===== src/rtl/conv_scheduler.sv =====
// Frame scheduler for the convolution engine: sequences LOAD/PROC/READ per block,
// hands address-generator handshakes through, and guards PROC with a watchdog.
module conv_scheduler #(
    parameter int NB_IMAGE = 10,
    parameter int NB_BLOCK = 4,
    parameter int TIMEOUT  = 2048
) (
    input  logic                i_CLK,
    input  logic                i_reset,
    input  logic                i_start,
    input  logic                i_abort,
    input  logic [NB_BLOCK-1:0] i_nBlocks,
    input  logic [NB_IMAGE-1:0] i_imgLength,
    input  logic                i_hostValid,
    input  logic                i_EoP,
    input  logic                i_changeBlock,
    output logic                o_SoP,
    output logic                o_agValid,
    output logic [NB_IMAGE-1:0] o_imgLength,
    output logic [1:0]          o_phase,
    output logic [NB_BLOCK-1:0] o_blockIdx,
    output logic                o_busy,
    output logic                o_done,
    output logic                o_error
);

    localparam int WD_W = $clog2(TIMEOUT + 1);

    typedef enum logic [1:0] {
        IDLE = 2'b00,
        LOAD = 2'b01,
        PROC = 2'b10,
        READ = 2'b11
    } state_t;

    state_t              state_r;
    logic                sop_r;
    logic                busy_r;
    logic                done_r;
    logic                error_r;
    logic [NB_BLOCK-1:0] blk_r;
    logic [NB_BLOCK-1:0] nblk_r;
    logic [NB_IMAGE-1:0] img_r;
    logic [WD_W-1:0]     wdog_r;
    logic                ag_valid_s;

    // Frame state machine with registered status outputs; abort outranks everything but reset
    always_ff @(posedge i_CLK or posedge i_reset) begin
        if (i_reset) begin
            state_r <= IDLE;
            sop_r   <= 1'b0;
            busy_r  <= 1'b0;
            done_r  <= 1'b0;
            error_r <= 1'b0;
            blk_r   <= {NB_BLOCK{1'b0}};
            nblk_r  <= {NB_BLOCK{1'b0}};
            img_r   <= {NB_IMAGE{1'b0}};
            wdog_r  <= {WD_W{1'b0}};
        end else if (i_abort) begin
            state_r <= IDLE;
            sop_r   <= 1'b0;
            busy_r  <= 1'b0;
            done_r  <= 1'b0;
            wdog_r  <= {WD_W{1'b0}};
        end else begin
            sop_r  <= 1'b0;
            done_r <= 1'b0;
            case (state_r)
                IDLE: begin
                    if (i_start && (i_nBlocks != {NB_BLOCK{1'b0}})) begin
                        state_r <= LOAD;
                        busy_r  <= 1'b1;
                        nblk_r  <= i_nBlocks;
                        img_r   <= i_imgLength;
                        blk_r   <= {NB_BLOCK{1'b0}};
                        error_r <= 1'b0;
                    end else begin
                        state_r <= IDLE;
                    end
                end
                LOAD: begin
                    if (i_changeBlock) begin
                        state_r <= PROC;
                        sop_r   <= 1'b1;
                        wdog_r  <= {WD_W{1'b0}};
                    end else begin
                        state_r <= LOAD;
                    end
                end
                PROC: begin
                    // End-of-process beats a watchdog expiry landing on the same cycle
                    if (i_EoP) begin
                        state_r <= READ;
                    end else if (wdog_r == WD_W'(TIMEOUT - 1)) begin
                        state_r <= IDLE;
                        busy_r  <= 1'b0;
                        error_r <= 1'b1;
                    end else begin
                        wdog_r <= wdog_r + WD_W'(1);
                    end
                end
                READ: begin
                    if (i_changeBlock) begin
                        if (blk_r == (nblk_r - NB_BLOCK'(1))) begin
                            state_r <= IDLE;
                            busy_r  <= 1'b0;
                            done_r  <= 1'b1;
                        end else begin
                            state_r <= LOAD;
                            blk_r   <= blk_r + NB_BLOCK'(1);
                        end
                    end else begin
                        state_r <= READ;
                    end
                end
                default: begin
                    state_r <= IDLE;
                    busy_r  <= 1'b0;
                end
            endcase
        end
    end

    // Host valid reaches the address generator only while loading or reading out
    always_comb begin
        ag_valid_s = 1'b0;
        if ((state_r == LOAD) || (state_r == READ)) begin
            ag_valid_s = i_hostValid;
        end else begin
            ag_valid_s = 1'b0;
        end
    end

    assign o_SoP       = sop_r;
    assign o_agValid   = ag_valid_s;
    assign o_imgLength = img_r;
    assign o_phase     = state_r;
    assign o_blockIdx  = blk_r;
    assign o_busy      = busy_r;
    assign o_done      = done_r;
    assign o_error     = error_r;

endmodule


===== config.mk =====
export PLATFORM = sky130hd
export DESIGN_NAME = conv_scheduler
export DESIGN_NICKNAME = d
export VERILOG_FILES = /design/src/rtl/conv_scheduler.sv
export SDC_FILE = /design/constraint.sdc
export NUM_CORES = 1
export LEC_CHECK = 0
export ABC_AREA = 1
export BUFFER_PORTS_ARGS = -buffer_cell sky130_fd_sc_hd__clkbuf_2
export CAP_MARGIN = 20
export CORE_MARGIN = 2
export CORE_UTILIZATION = 50
export CTS_CLUSTER_DIAMETER = 40
export DETAILED_ROUTE_END_ITERATION = 6
export PLACE_DENSITY_LB_ADDON = 0.1
export SYNTH_ARGS = -nofsm -noshare
export SYNTH_HDL_FRONTEND = slang
export SYNTH_SLANG_ARGS = --single-unit

===== constraint.sdc =====
create_clock -name i_CLK -period 2 [get_ports i_CLK]
set_input_delay 0.3 -clock i_CLK [delete_from_list [all_inputs] [get_ports i_CLK]]
set_output_delay 0.3 -clock i_CLK [all_outputs]
set_load 0.02 [all_outputs]

==> impl_metrics.json <==
{
  "status": "complete, no violations",
  "setup_violations": 0,
  "syn_avg_cell_area_um2": 7.17,
  "start_util": 0.520,
  "insertion_delay_ns": 0.30,
  "cts-resized-gates": 0,
  "place_hpwl_um": 3520,
  "fin_crit_sh": 0.874,
  "port_buffers": 41,
  "synth_top_family_by_area": "simple AND/OR/NAND/NOR gates",
  "drv_cap": 0,
  "h-tree-depth": 2,
  "first_pass_iters": 4,
  "synth_area_leaders": "dfrtp_1 (43%), nand2_1 (15%), nand3_1 (8.1%), inv_1 (6.6%), nor2_1 (5.0%)",
  "totalNegativeSetupSlack_ns": 0,
  "relSlewSlack": 0.703,
  "critPathCaptureType": "flip-flop",
  "diodes": 0,
  "coreArea_mm2": 0.00403,
  "synth_flop_cell": "dfrtp_1",
  "die_area_mm2": 0.00472,
  "drive_gt1_frac": 0.209,
  "synth.distinct_cells": 31,
  "critPathArrivalTime_ns": 1.93,
  "crit_fanout": 5,
  "tightestPinTransition_ns": 0.445,
  "leakage_nw": 1.33,
  "ctsRootBufferMaster": "clkbuf_8",
  "synthToLayoutAreaGrowth_pct": 16.6,
  "hold_viol_final": 0,
  "yosysSeqAreaShare": 0.430,
  "worst_hold_path_type": "input pin to async pin",
  "rows": 23,
  "min_period_ns": 1.75,
  "worstSetupStartpointType": "flip-flop",
  "detail_route.vias_per_cell": 5.05,
  "wire_per_inst_um": 12.3,
  "synth_enable_flop_cells": 0,
  "grt_pass1_wl_um": 8050,
  "yosys-mux-area-fraction": 0,
  "power_mw": 2.35,
  "postSynthCellCount": 292,
  "drtAntennaViolNets": 0,
  "grt_max_degree": 37,
  "clockBufferDepth": 2,
  "synth_compound_area_frac": 0.0663,
  "track_usage": 0.231,
  "yosysWarnings": 0,
  "gp_congestion": 0.935,
  "clk_pin_slew_ns": 0.08,
  "synth_adder_area_share": 0.0179,
  "timing.fmax_mhz": 572,
  "yosysTopAreaCell": "dfrtp_1",
  "ys_seq_elements": 36,
  "syn_nets": 316,
  "drcViolationCount": 0,
  "routed_wl_um": 4780,
  "synth_most_common_cell": "nand2_1",
  "synth-simple-area-share": 0.366,
  "max-vdd-ir-drop_uv": 685,
  "rsz0062_at_grt": "no",
  "drv_slew": 0,
  "synth.top_cells.by_count": "nand2_1 (82), inv_1 (37), dfrtp_1 (36)",
  "holdWs_ns": 0.0778,
  "place_ws_ns": 0.263,
  "worstPathRequired_ns": 2.18,
  "globalRoute.totalOverflow": 0,
  "holdBufCountCts": 0,
  "cts_tree": "built",
  "fin_nets": 362,
  "yosysTopAreaCellShare": 0.430,
  "fin_skew_ns": 0.0138,
  "chipHeight_um": 68.7,
  "drt_iter0_markers": 98,
  "synth_xor_area_frac": 0.0209,
  "setup_ws_ns": 0.252,
  "die_x_um": 68.7,
  "cts_sinks": 36,
  "num_vias": 1966,
  "synth_area_mm2": 0.00209,
  "worstSetupPathType": "flip-flop to flip-flop",
  "async_flop_share": 1.00,
  "powerDensity_mw_per_mm2": 963,
  "cts_buffers": 5,
  "post_cts_buffers": 0,
  "antenna_found_initial": 0,
  "fill_cells": 388,
  "grt_pass1_vias": 1792,
  "pin_count": 42
}
[routing by layer]
layer | track usage | wire length, um
met1 | 0.293 | 2140
met2 | 0.389 | 2360
met3 | 0.0503 | 208
met4 | 0.0784 | 70
met5 | 0 | 0
[flip-flops by register name, indices dropped and copies added (netlist names)]
| name | cells |
|---|---|
| o_imgLength | 10 |
| o_phase | 2 |
| o_done | 1 |
| nblk_r | 4 |
| o_blockIdx | 4 |
| o_SoP | 1 |
| wdog_r | 12 |
| o_busy | 1 |
| o_error | 1 |
[report_power, final]
part           leakage [nW]  switching, mW  internal [mW]  total, mW
clock                0.0479          0.273          0.243      0.516
combinational         0.807          0.576          0.289      0.865
sequential            0.473         0.0970          0.873      0.970
[final timing paths]
kind	startpoint	endpoint	slack, ns	depth (start not counted)
hold / removal	i_reset	wdog_r[9]	0.08	3
max in group asynchronous	i_reset	wdog_r[11]	1.60	3
hold reg to reg	o_imgLength[2]	o_imgLength[2]	0.49	2
min in group i_CLK	i_imgLength[7]	o_imgLength[7]	0.22	3
setup reg to reg	nblk_r[0]	o_blockIdx[3]	0.25	12
setup / recovery	nblk_r[0]	o_blockIdx[3]	0.25	12
[stage by stage]
stage	area, um^2	cells	util
after floorplan	2090	292	-
after global placement	2350	381	0.584
after detailed placement	2350	381	0.584
after CTS	2440	389	0.606
after global routing	2440	389	0.606
final	2440	389	0.606
[critical path: stages, from the launching register on]
cell and delay [ns]:
dfrtp_1 0.37, inv_1 0.08, ha_1 0.32, nand2_1 0.07
inv_1 0.04, nor2_1 0.07, nand2_1 0.05, nor2_1 0.10
nand2_1 0.10, nand3_1 0.17, nand2_1 0.12, nand2_1 0.08
nand2_1 0.05
[cell families after synthesis]
| kind of cell | after synthesis |
|---|---|
| and+or+nand+nor | 172 |
| xor gates and xnor gates | 5 |
| DFF | 36 |
| adders and majority gates | 3 |
| buffers and inverters | 50 |
| AOI/OAI and AO/OA | 26 |
[cell usage in the layout, fill, tap and decap left out, types with 2 or more instances in the layout]
| cell type | instances |
|---|---|
| a21oi_1 | 8 |
| clkbuf_2 | 41 |
| nand4_1 | 5 |
| clkinv_2 | 2 |
| ha_1 | 3 |
| nor3_1 | 10 |
| nand2_2 | 3 |
| nand3_2 | 3 |
| nand2_1 | 82 |
| inv_2 | 6 |
| nand3_1 | 34 |
| buf_4 | 5 |
| xor2_1 | 3 |
| nor2_1 | 28 |
| inv_1 | 37 |
| o21ai_1 | 13 |
| xnor2_1 | 2 |
| clkbuf_8 | 5 |
| dfrtp_1 | 36 |
[final cells by class]
cell class / instances / area [um^2] / share of cell area
multi-input cells: 206 / 987 / 0.404
flip-flops and latches: 36 / 901 / 0.369
repair buffers: 46 / 243 / 0.0994
inverters: 43 / 161 / 0.0661
clock buffers: 5 / 68.8 / 0.0282
well taps: 50 / 62.6 / 0.0256
clock inverters: 3 / 18.8 / 0.00768
No activity file was read; power rests on OpenSTA's default activity.
